==> config.mk <==
export PLATFORM = sky130hd
export DESIGN_NAME = register_access_controller
export DESIGN_NICKNAME = d
export VERILOG_FILES = /design/src/rtl/register_access_controller_pkg.sv /design/src/rtl/register_access_controller_operand_bypass.sv /design/src/rtl/register_access_controller.sv
export SDC_FILE = /design/constraint.sdc
export NUM_CORES = 1
export LEC_CHECK = 0
export BUFFER_PORTS_ARGS = -buffer_cell sky130_fd_sc_hd__buf_2
export CELL_PAD_IN_SITES_DETAIL_PLACEMENT = 2
export CELL_PAD_IN_SITES_GLOBAL_PLACEMENT = 2
export CORE_MARGIN = 2
export CORE_UTILIZATION = 26
export CTS_CLUSTER_DIAMETER = 150
export DETAILED_ROUTE_END_ITERATION = 7
export GPL_TIMING_DRIVEN = 0
export HOLD_SLACK_MARGIN = 0.12
export PLACE_DENSITY = 0.85
export REMOVE_ABC_BUFFERS = 1
export SYNTH_ARGS = -nofsm -noshare
export SYNTH_HDL_FRONTEND = slang
export SYNTH_SLANG_ARGS = --single-unit
==> constraint.sdc <==
create_clock -name clock -period 2.7 [get_ports clock]
set_input_delay 0.135 -clock clock [delete_from_list [all_inputs] [get_ports clock]]
set_output_delay 0.135 -clock clock [all_outputs]
set_load 0.02 [all_outputs]
==> src/rtl/register_access_controller_pkg.sv <==
// Shared types and constants for the register access controller.
// Holds the sequencer state encoding and the architectural register indices.
package register_access_controller_pkg;

   typedef enum logic [2:0] {
      INIT,
      IDLE,
      READ_1,
      READ_2,
      DONE
   } state_t;

   localparam int REGISTER_COUNT      = 32;
   localparam int STACK_POINTER_INDEX = 2;
   localparam int ZERO_REGISTER       = 0;

endpackage

==> src/rtl/register_access_controller_operand_bypass.sv <==
// Operand select for one read slot: x0 reads as zero, and a same-cycle
// writeback to the indexed register wins over the register file output.
module operand_bypass
   import register_access_controller_pkg::*;
#(
   parameter int DATA_WIDTH    = 32,
   parameter int ADDRESS_WIDTH = 5
) (
   input  logic [ADDRESS_WIDTH-1:0] index,
   input  logic [DATA_WIDTH-1:0]    rf_read_data,
   input  logic                     wb_valid,
   input  logic [ADDRESS_WIDTH-1:0] wb_address,
   input  logic [DATA_WIDTH-1:0]    wb_data,
   output logic [DATA_WIDTH-1:0]    operand
);

   always_comb begin
      if (index == ADDRESS_WIDTH'(ZERO_REGISTER)) begin
         operand = '0;
      end else if (wb_valid && (wb_address == index)) begin
         operand = wb_data;
      end else begin
         operand = rf_read_data;
      end
   end

endmodule

==> src/rtl/register_access_controller.sv <==
// Sequences rs1/rs2 reads over a single register file read port and, after
// reset, walks x1..x31 so the register file array itself needs no reset.
module register_access_controller
   import register_access_controller_pkg::*;
#(
   parameter int               DATA_WIDTH    = 32,
   parameter int               ADDRESS_WIDTH = 5,
   parameter logic [DATA_WIDTH-1:0] SP_INIT  = 32'h0000_0000
) (
   input  logic                     clock,
   input  logic                     reset,
   output logic                     init_done,
   input  logic                     req_valid,
   output logic                     req_ready,
   input  logic [ADDRESS_WIDTH-1:0] req_rs1,
   input  logic [ADDRESS_WIDTH-1:0] req_rs2,
   input  logic                     req_use_rs2,
   output logic                     resp_valid,
   input  logic                     resp_ready,
   output logic [DATA_WIDTH-1:0]    resp_operand_1,
   output logic [DATA_WIDTH-1:0]    resp_operand_2,
   input  logic                     wb_valid,
   output logic                     wb_ready,
   input  logic [ADDRESS_WIDTH-1:0] wb_address,
   input  logic [DATA_WIDTH-1:0]    wb_data,
   output logic                     rf_write_enable,
   output logic [ADDRESS_WIDTH-1:0] rf_write_address,
   output logic [DATA_WIDTH-1:0]    rf_write_data,
   output logic [ADDRESS_WIDTH-1:0] rf_read_address,
   input  logic [DATA_WIDTH-1:0]    rf_read_data
);

   localparam logic [ADDRESS_WIDTH-1:0] LAST_INDEX = ADDRESS_WIDTH'(REGISTER_COUNT - 1);
   localparam logic [ADDRESS_WIDTH-1:0] SP_INDEX   = ADDRESS_WIDTH'(STACK_POINTER_INDEX);
   localparam logic [ADDRESS_WIDTH-1:0] X0_INDEX   = ADDRESS_WIDTH'(ZERO_REGISTER);

   state_t                   state_reg, state_next;
   logic [ADDRESS_WIDTH-1:0] counter_reg;
   logic [ADDRESS_WIDTH-1:0] rs1_reg, rs2_reg;
   logic                     use_rs2_reg;
   logic [DATA_WIDTH-1:0]    operand_1_reg, operand_2_reg;
   logic                     init_done_reg, resp_valid_reg;
   logic [DATA_WIDTH-1:0]    bypass_value;

   // One bypass instance serves both read slots; rf_read_address picks the slot.
   operand_bypass #(
      .DATA_WIDTH   (DATA_WIDTH),
      .ADDRESS_WIDTH(ADDRESS_WIDTH)
   ) u_operand_bypass (
      .index       (rf_read_address),
      .rf_read_data(rf_read_data),
      .wb_valid    (wb_valid),
      .wb_address  (wb_address),
      .wb_data     (wb_data),
      .operand     (bypass_value)
   );

   always_ff @(posedge clock) begin
      if (reset) begin
         state_reg <= INIT;
      end else begin
         state_reg <= state_next;
      end
   end

   always_ff @(posedge clock) begin
      if (reset) begin
         counter_reg    <= ADDRESS_WIDTH'(1);
         rs1_reg        <= '0;
         rs2_reg        <= '0;
         use_rs2_reg    <= 1'b0;
         operand_1_reg  <= '0;
         operand_2_reg  <= '0;
         init_done_reg  <= 1'b0;
         resp_valid_reg <= 1'b0;
      end else begin
         case (state_reg)
            INIT: begin
               counter_reg <= counter_reg + ADDRESS_WIDTH'(1);
               if (counter_reg == LAST_INDEX) begin
                  init_done_reg <= 1'b1;
               end
            end
            IDLE: begin
               if (req_valid) begin
                  rs1_reg     <= req_rs1;
                  rs2_reg     <= req_rs2;
                  use_rs2_reg <= req_use_rs2;
               end
            end
            READ_1: begin
               operand_1_reg <= bypass_value;
               if (!use_rs2_reg) begin
                  operand_2_reg <= '0;
               end
            end
            READ_2: begin
               operand_2_reg <= bypass_value;
            end
            default: begin
            end
         endcase
         resp_valid_reg <= (state_next == DONE);
      end
   end

   always_comb begin
      state_next = state_reg;
      case (state_reg)
         INIT:    if (counter_reg == LAST_INDEX) state_next = IDLE;
         IDLE:    if (req_valid) state_next = READ_1;
         READ_1:  state_next = use_rs2_reg ? READ_2 : DONE;
         READ_2:  state_next = DONE;
         DONE:    if (resp_valid_reg && resp_ready) state_next = IDLE;
         default: state_next = INIT;
      endcase
   end

   always_comb begin
      req_ready        = (state_reg == IDLE);
      wb_ready         = (state_reg != INIT);
      rf_read_address  = '0;
      rf_write_enable  = 1'b0;
      rf_write_address = '0;
      rf_write_data    = '0;
      case (state_reg)
         READ_1:  rf_read_address = rs1_reg;
         READ_2:  rf_read_address = rs2_reg;
         default: rf_read_address = '0;
      endcase
      if (state_reg == INIT) begin
         rf_write_enable  = 1'b1;
         rf_write_address = counter_reg;
         rf_write_data    = (counter_reg == SP_INDEX) ? SP_INIT : '0;
      end else begin
         // Writes to x0 are acknowledged through wb_ready but never reach the array.
         rf_write_enable  = wb_valid && (wb_address != X0_INDEX);
         rf_write_address = wb_address;
         rf_write_data    = wb_data;
      end
   end

   assign init_done      = init_done_reg;
   assign resp_valid     = resp_valid_reg;
   assign resp_operand_1 = operand_1_reg;
   assign resp_operand_2 = operand_2_reg;

endmodule

## Yosys cells after proc, flatten, opt, wreduce, memory -nomap -nowiden

Cells that the tools add are included.

- Flip-flop bits (word level): 85
- Input port bits: 85
- Output and inout bits: 111
- Logic and storage cells: 42

- Add/subtract/negate cells: 1
- Equal/unequal tests: 8
- Multiplexer cells: 13
- Reduce and logical (&&, ||, !) cells: 11

Operator list:

| operator | number |
|---|---|
| 32-bit two-way mux | 4 |
| 32-bit case mux with 2 select lines | 1 |
| 3-bit case mux with 5 select lines | 1 |
| 3-bit two-way mux | 4 |
| 5-bit case mux with 2 select lines | 1 |
| 3-bit by 2-bit == test with 1-bit output (second input constant) | 2 |
| 3-bit == test (second input constant) | 2 |
| 2-bit AND reduction | 3 |
| 5-bit by 1-bit adder with 5-bit output (second input constant) | 1 |
| 5-bit == test | 1 |
| 5-bit == test (second input constant) | 1 |
| 5-bit zero test | 1 |
| 5-bit two-way mux | 1 |
| 5-bit nonzero test | 1 |
| 3-bit by 1-bit == test with 1-bit output (second input constant) | 1 |
| 1-bit logical AND | 3 |
| 3-bit zero test | 1 |
| 3-bit nonzero test | 1 |
| 2-bit inequality test (second input constant) | 1 |
| 2-bit nonzero test | 1 |
| 1-bit two-way mux | 1 |

## Longest topological paths before layout

Gate-level depths: netlist (run 1).

- Depth in word-level cells: 7
- Mapped depth: 10
- Gate-level depth less buffers: 8

## Cells and area by module

From an unflattened synthesis (run 1), not the netlist that was laid out.

- Cells, all modules: 568
- Area, all modules: 4129.0 µm²

Modules (own cells, without submodules):

| module | times used | cells each | area an instance (µm²) | sequential area each (µm²) |
|---|---|---|---|---|
| register_access_controller | 1 | 445 | 3483.3 | 1701.6 |
| operand_bypass | 1 | 123 | 645.6 | 0.0 |

## Worst setup path before layout (run 1)

Ideal clock, no wire load.

- Kind: reg-to-reg
- Start: register state_reg[1]
- End: register operand_1_reg[5] (netlist: resp_operand_1[5])
- Library setup time: 120 ps
- Arrival: 2109 ps
- Required time: 2580 ps
- Slack: 471 ps
- Stages on the path, launching flop included: 10
- Path buffers: 3
- Clock period less this slack: 2229 ps
- Cell sequence: dfxtp_1 > buf_2 > nand2b_4 > nor2_1 > xor2_1 > nor4_4 > buf_6 > buf_6 > nor2_1 > a211o_1

- Cells in the longest elaborated chain, start to end: 6
- Elaborated cells between the ends (all ways): 8
- Those cells by class: eq/ne: 3; mux: 3; reduce/logical: 2

RTL lines:

| item | RTL line | text |
|---|---|---|
| start: declaration | register_access_controller.sv:37 | `state_t state_reg, state_next;` |
| start signal: assignment | register_access_controller.sv:62 | `state_reg <= state_next;` |
| 3-bit by 2-bit == test with 1-bit output | register_access_controller.sv:126 | `case (state_reg)` |
| 5-bit case mux with 2 select lines (*) | register_access_controller.sv:126 |  |
| via rf_read_address[1] | register_access_controller.sv:29 | `output logic [ADDRESS_WIDTH-1:0] rf_read_address,` |
| 5-bit == test | register_access_controller_operand_bypass.sv:20 | `end else if (wb_valid && (wb_address == index)) begin` |
| 1-bit logical AND | register_access_controller_operand_bypass.sv:20 |  |
| 32-bit two-way mux | register_access_controller_operand_bypass.sv:20 |  |
| 32-bit two-way mux (*) | register_access_controller_operand_bypass.sv:18 | `if (index == ADDRESS_WIDTH'(ZERO_REGISTER)) begin` |
| end signal: assignment | register_access_controller.sv:92 | `operand_1_reg <= bypass_value;` |
| end: declaration | register_access_controller.sv:41 | `logic [DATA_WIDTH-1:0] operand_1_reg, operand_2_reg;` |

The timed path passes the listed nets; every way through them passes the cells marked *.
A chain may end at the register's enable or synchronous reset.

## Worst setup path in the final report (run 1)

- Start: register state_reg[0]
- End: register operand_2_reg[30] (netlist: resp_operand_2[30])

- Cells in the longest elaborated chain, start to end: 7
- Elaborated cells between the ends (all ways): 12
- Those cells by class: eq/ne: 4; mux: 4; reduce/logical: 4

RTL lines:

| item | RTL line | text |
|---|---|---|
| 3-bit by 2-bit == test with 1-bit output | register_access_controller.sv:77, register_access_controller.sv:126 |  |
| 5-bit case mux with 2 select lines | register_access_controller.sv:126 |  |
| 5-bit == test | register_access_controller_operand_bypass.sv:20 |  |
| 1-bit logical AND | register_access_controller_operand_bypass.sv:20 |  |
| 32-bit two-way mux | register_access_controller_operand_bypass.sv:20 |  |
| 32-bit two-way mux | register_access_controller_operand_bypass.sv:18 |  |
| 32-bit case mux with 2 select lines | register_access_controller.sv:77 | `case (state_reg)` |
| end signal: assignment | register_access_controller.sv:98 | `operand_2_reg <= bypass_value;` |
| end: declaration | register_access_controller.sv:41 |  |

Parallel ways exist; a longest one is shown, timed or not.

==> run_results.csv, run 1 <==
group,metric,value,unit
setup_path,path_max_fanout,29,
cells_and_area,areaGrowthSynthToFinish,49.4,%
synth,ys_warn_count,0,
synth,synthMuxAreaShare,0.0861,
timing,max_slew_margin,0.217,
setup_path,cp.buffers_inverters,2,
synth,synth_compound_area_frac,0.127,
placed_design,io_buffers,195,
synth,postSynthCellCount,572,
clock_tree,cts-root-buf,"clkbuf_16",
synth,yosys.area_share.xor_xnor,0.00978,
synth,async_reset_ff_frac,0,
setup_path,max_stage_delay,570,ps
synth,synthSimpleGateAreaFrac,0.337,
synth,synth_commonest_cells,"nor2_1 (111), dfxtp_1 (85), nand2_1 (77), mux2i_1 (36)",
cells_and_area,drive_gt1_frac,0.301,
power_and_ir_drop,irDropWorstVdd,0.267,mV
route,first_pass_iters,5,
timing,rsz0062_at_grt,"no",
global_route,grt_pass1_wl,33700,um
power_and_ir_drop,power_density,416,nW/um^2
timing,worst_slack,80.5,ps
route,via_per_inst,5.10,
min_path,min_path_type,"in -> reg",
job,max-cap-violations,0,
synth,synth-edff-count,0,
placed_design,globalplace.congestion,0.770,
clock_tree,clockBufferDepth,2,
setup_path,cpMaxStageDelayCell,"dlygate4sd3_1",
placed_design,hpwl,13300,um
timing,skew,10.9,ps
setup_path,worstPathRequired,2930,ps
global_route,grt-ovfl-total,0,
global_route,grt_pass1_vias,6061,
clock_tree,clkTransAtPathRegs,70,ps
floorplan,ios,196,
cells_and_area,nFillCells,1926,
cells_and_area,nNetsFinal,899,
floorplan,initial_core_util,0.268,
setup_path,critPathCaptureType,"register",
synth,ys_ff_latch,85,
synth,synth_top_area_cell,"dfxtp_1",
floorplan,die_area,18300,sq um
route,final_antenna_net_count,0,
timing,finalSetupViolCount,0,
synth,synth_top_area_frac,0.380,
global_route,antenna_found_initial,2,
setup_path,regToRegSetupSlack,80,ps
global_route,grt_max_degree,56,
clock_tree,cts_tree,"built",
route,routed_wl,22300,um
timing,fin_crit,2620,ps
placed_design,pre_cts_ws,-897,ps
synth,synth_flop_cell,"dfxtp_1",
route,wl_per_cell,21.5,um
synth,ys_seq_area_frac,0.380,
setup_path,path_class,"reg -> reg",
route,drt_iter0_markers,192,
timing,slew_viol_final,0,
synth,syn-cell-area,4480,sq um
setup_path,crit_path_cell_trace,"mux2i_4, or3_1, nand3_1, nor4_4, buf_8, mux2i_1, dlygate4sd3_1, o21ai_1",
synth,yosys-top-cells-area,"dfxtp_1 (38%), nor2_1 (9.3%), mux2i_1 (8.0%)",
synth,synth_fa_ha_area_frac,0.00559,
route,drc,0,
timing,finalHoldViolations,0,
setup_path,cp_top_family,"buffers and inverters",
setup_path,worst_setup_path_start_kind,"register",
clock_tree,numCtsBuffers,9,
floorplan,die_h,135,um
synth,synth.most_common_cell,"nor2_1",
floorplan,placementRows,47,
clock_tree,htreeDepth,3,
setup_path,critical_path_arrival,2850,ps
run_status,status,"complete, no violations",
clock_tree,cts.sinks,85,
timing,fin_crit_sh,0.970,
timing,timing.hold.ws,123,ps
timing,worst_pin_slew,1170,ps
synth,ys_types,37,
clock_tree,clk_latency,340,ps
synth,synth_top_family_by_area,"simple AND/OR/NAND/NOR gates",
power_and_ir_drop,leakage,0.00326,uW
floorplan,coreArea,16700,sq um
floorplan,die_w,135,um
synth,synth.avg_cell_area,7.83,sq um
route,vias,5304,
global_route,grt_use_total,0.239,
timing,max_freq,382,MHz
==> power by group <==
part	internal, uW	switching [uW]
sequential	1260	7.17
clock	722	532
combinational	133	133
total	2110	673
==> placed cells by master, fill, tap and decap left out, drive strengths merged, types with 2 or more instances in the layout <==
master	instances
or3	3
or4	2
mux2i	37
dlygate4sd3	61
nor2b	4
and2	33
nand3	33
a211o	32
diode	2
nand2	77
a21oi	15
buf	211
o21ai	38
nand4	2
dfxtp	85
ha	2
and4	32
clkbuf	14
nand2b	2
xor2	4
clkinvlp	5
nor3	2
nor2	111
==> worst register-to-register path: cells and delay by family (launching register included) <==
kind	cells	cell delay (ps)
AO/OA/AOI/OAI	1	60
AND/OR/NAND/NOR	3	570
flip-flops	1	460
multiplexers	2	570
buffers and inverters	2	850
==> worst paths after layout <==
kind,from,to,cells after the start
max,state_reg[0]$_SDFF_PP0_,resp_operand_2[30]$_SDFFE_PP0P_,8
min,rf_read_data[21],resp_operand_2[21]$_SDFFE_PP0P_,3
max reg2reg,state_reg[0]$_SDFF_PP0_,resp_operand_2[30]$_SDFFE_PP0P_,8
min reg2reg,resp_operand_2[13]$_SDFFE_PP0P_,resp_operand_2[13]$_SDFFE_PP0P_,2
==> metal layers <==
metal  vias to the layer above  global-route usage  part of all wire
met3                        51              0.0434             0.043
met1                      2619               0.250              0.38
met4                         0               0.106             0.031
met5                         -                   0                 0
li1                       2457                   -                 -
met2                       177               0.461              0.54
==> area by class of cell <==
cell class | count | area (sq um) | area share
inverter | 1 | 7.51 | 0.00112
clock inverter | 3 | 46.3 | 0.00692
antenna | 2 | 5.00 | 0.000748
timing repair buffer | 273 | 1790 | 0.267
timing repair inverter | 3 | 17.5 | 0.00262
tap | 220 | 275 | 0.0412
sequential | 85 | 1710 | 0.256
clock buffer | 13 | 240 | 0.0359
multi-input combinational | 439 | 2600 | 0.389
==> timing repair <==
| item | in CTS | in global routing |
|---|---|---|
| pin swaps | 2 | 0 |
| endpoints found under the setup margin | 105 | 33 |
| cloned | 3 | 0 |
| resized for setup | 9 | 11 |
| buffers inserted | 5 | 3 |
| endpoints found under the hold margin | 40 | 0 |
| hold buffers | 61 | 0 |
==> per-stage QoR <==
step	instances	power, uW	setup TNS [ps]	area, sq um	utilization
2_1_floorplan	525	1350	-120950	4240	-
4_1_cts	1035	2810	0	6630	0.397
6_report	1039	2780	0	6690	0.401
3_3_place_gp	940	1460	-221590	5490	0.329
5_1_grt	1038	2900	0	6690	0.400
3_5_place_dp	950	1480	-63810	5640	0.338
==> logic make-up (layout without fill, tap and decap cells) <==
family / count (synthesis) / after routing
buf+inv: 48 / 293
xor+xnor: 5 / 5
mux: 38 / 38
fa+ha+maj: 2 / 2
compound gates: 88 / 88
flops: 85 / 85
other cells: 0 / 2
simple gates: 306 / 306
Note: power is estimated with default switching activity, not from simulation.
==> run 2: changes to the inputs <==
==> constraint.sdc (replaced) <==
create_clock -name clock -period 2.9 [get_ports clock]
set_input_delay 0.145 -clock clock [delete_from_list [all_inputs] [get_ports clock]]
set_output_delay 0.145 -clock clock [all_outputs]
set_load 0.02 [all_outputs]
==> run 2 against run 1 <==
  * Core utilization is 1.3 points lower
  * Final cell count is 2.0% lower
  * Via count is 3.0% lower
  * First-iteration DRC count is 16% lower
  * Critical endpoint is now resp_operand_2[17]$_SDFFE_PP0P_
  * Largest power group unchanged
  * Combinational power is 15% lower
  * Sequential power is 6% lower
  * Routed wire length is 8.2% lower
  * Clock-buffer cell count stayed put
  * Clock power is 7% lower
  * Clock skew is 0.77 ps higher
  * Fmax is 4.1% lower
==> run_results.csv, run 2 (same netlist as run 1, synthesis figures left out) <==
group,metric,value,unit
cells_and_area,design_area,6470,sq um
clock_tree,cts-root-buf,"clkbuf_16",
clock_tree,htreeDepth,3,
power_and_ir_drop,leakage,0.00318,uW
setup_path,cpMaxStageDelayCell,"dfxtp_4",
clock_tree,cts.sinks,85,
floorplan,die_h,135,um
timing,skew,11.7,ps
cells_and_area,areaGrowthSynthToFinish,44.5,%
power_and_ir_drop,p_sw,613,uW
placed_design,globalplace.congestion,0.770,
timing,max_slew_margin,0.213,
route,vias,5147,
timing,finalSetupViolCount,0,
power_and_ir_drop,combPwrFrac,0.088,
power_and_ir_drop,seq_power_share,0.459,
setup_path,worst_setup_path_start_kind,"register",
clock_tree,numCtsBuffers,9,
min_path,min_path_type,"in -> reg",
setup_path,cp_top_family,"buffers and inverters",
route,drc,0,
cells_and_area,final_common_cell,"buf_2",
route,first_pass_iters,4,
floorplan,die_w,135,um
setup_path,cp.depth,10,
setup_path,critical_path_arrival,2960,ps
setup_path,path_class,"reg -> reg",
cells_and_area,nFillCells,1937,
floorplan,coreArea,16700,sq um
setup_path,critPathMostFrequentCell,"buf_6",
route,final_antenna_net_count,0,
timing,rsz0062_at_grt,"no",
floorplan,die_area,18300,sq um
placed_design,hpwl,13300,um
cells_and_area,layout_common_cells,"buf_2 (195), nor2_1 (109), dfxtp_1 (82), nand2_1 (77), dlygate4sd3_1 (47)",
global_route,grt-ovfl-total,0,
timing,timing.hold.ws,116,ps
setup_path,crit_path_cell_trace,"mux2i_2, or3_1, nand3_1, nor4_4, buf_8, buf_6, buf_6, buf_6, mux2i_1, o21ai_1",
setup_path,worstPathRequired,3120,ps
power_and_ir_drop,p_clk_frac,0.453,
floorplan,placementRows,47,
timing,max_freq,366,MHz
global_route,grt_pass1_wl,31900,um
setup_path,max_stage_delay,500,ps
route,wl_per_cell,20.1,um
power_and_ir_drop,irDropWorstVdd,0.244,mV
route,via_per_inst,5.06,
cells_and_area,drive_gt1_frac,0.297,
cells_and_area,num_antenna_cells,0,
setup_path,critPathCaptureType,"register",
power_and_ir_drop,power_density,397,nW/um^2
route,drt_iter0_markers,161,
clock_tree,cts_tree,"built",
timing,fin_crit_sh,0.942,
clock_tree,clkTransAtPathRegs,60,ps
min_path,min_path_cells,3,
clock_tree,clk_latency,340,ps
route,routed_wl,20500,um
setup_path,cp.buffers_inverters,4,
placed_design,placed_area,5640,sq um
timing,finalHoldViolations,0,
placed_design,io_buffers,195,
floorplan,initial_core_util,0.268,
job,max-cap-violations,0,
timing,slew_viol_final,0,
timing,worst_slack,168,ps
run_status,status,"complete, no violations",
timing,worst_pin_slew,1180,ps
timing,fin_crit,2730,ps
cells_and_area,nNetsFinal,880,
global_route,grt_max_degree,56,
global_route,grt_pass1_vias,5894,
power_and_ir_drop,switching_share,0.239,
clock_tree,clockBufferDepth,2,
power_and_ir_drop,intPower,1950,uW
placed_design,pre_cts_ws,-697,ps
setup_path,path_max_fanout,18,
global_route,grt_use_total,0.224,
floorplan,ios,196,
setup_path,r2r_cells,10,
global_route,antenna_found_initial,0,
## run 2: cell count changes in the layout (fill, tap and decap cells not counted), sizes merged
cell / change
buf: -3
clkbuf: -1
clkinvlp: -1
diode: -2
dlygate4sd3: -14
## run 2: worst reg2reg max path, cell delays in order, from the launching register on
cell and delay (ps):
dfxtp_4 500, mux2i_2 360, or3_1 160, nand3_1 120, nor4_4 300, buf_8 200, buf_6 220, buf_6 220
buf_6 180, mux2i_1 260, o21ai_1 90
## run 2: per-layer routing
layer | wire length (um) | track usage | vias to the layer above
met2 | 10900 | 0.426 | 156
met1 | 8070 | 0.241 | 2541
met5 | 0 | 0 | -
met3 | 874 | 0.0460 | 38
met4 | 606 | 0.0914 | 0
li1 | - | - | 2412
## run 2: layout make-up
cell class | instances | area (sq um) | share of cell area
clock buffers | 13 | 240 | 0.0371
clock inverters | 3 | 46.3 | 0.00715
inverters | 1 | 7.51 | 0.00116
multi-input cells | 439 | 2560 | 0.396
flip-flops and latches | 85 | 1710 | 0.264
well taps | 220 | 275 | 0.0425
repair buffers | 255 | 1620 | 0.250
repair inverters | 2 | 12.5 | 0.00193
## run 2: repair_timing
| action | 4_1_cts | 5_1_grt |
|---|---|---|
| resized for setup | 6 | 5 |
| endpoints found under the hold margin | 34 | 0 |
| buffers inserted | 3 | 0 |
| cloned | 2 | 0 |
| hold buffers | 47 | 0 |
| pin swaps | 2 | 0 |
| setup endpoints to repair | 105 | 31 |
## run 2: worst paths after layout
check	slack (ps)	startpoint	endpoint
worst min register to register	450	resp_operand_2[9]$_SDFFE_PP0P_	resp_operand_2[9]$_SDFFE_PP0P_
worst max-delay path	170	state_reg[0]$_SDFF_PP0_	resp_operand_2[17]$_SDFFE_PP0P_
worst max register to register	170	state_reg[0]$_SDFF_PP0_	resp_operand_2[17]$_SDFFE_PP0P_
worst min-delay path	120	resp_ready	state_reg[0]$_SDFF_PP0_
## run 2: power by group through the flow
stage               combinational, uW  sequential (uW)  clock [uW]
floorplan                        52.8             1200           0
global placement                  156             1210           0
detailed placement                171             1210           0
CTS                               223             1180        1200
global route                      246             1180        1260
finish                            226             1180        1160
## run 2: through the flow
step	power, uW	instances	utilization	setup TNS, ps
finish	2570	1018	0.388	0
global route	2680	1018	0.388	0
CTS	2600	1018	0.387	0
detailed placement	1380	950	0.338	-43200
global placement	1360	940	0.329	-200980
floorplan	1260	525	-	-108150
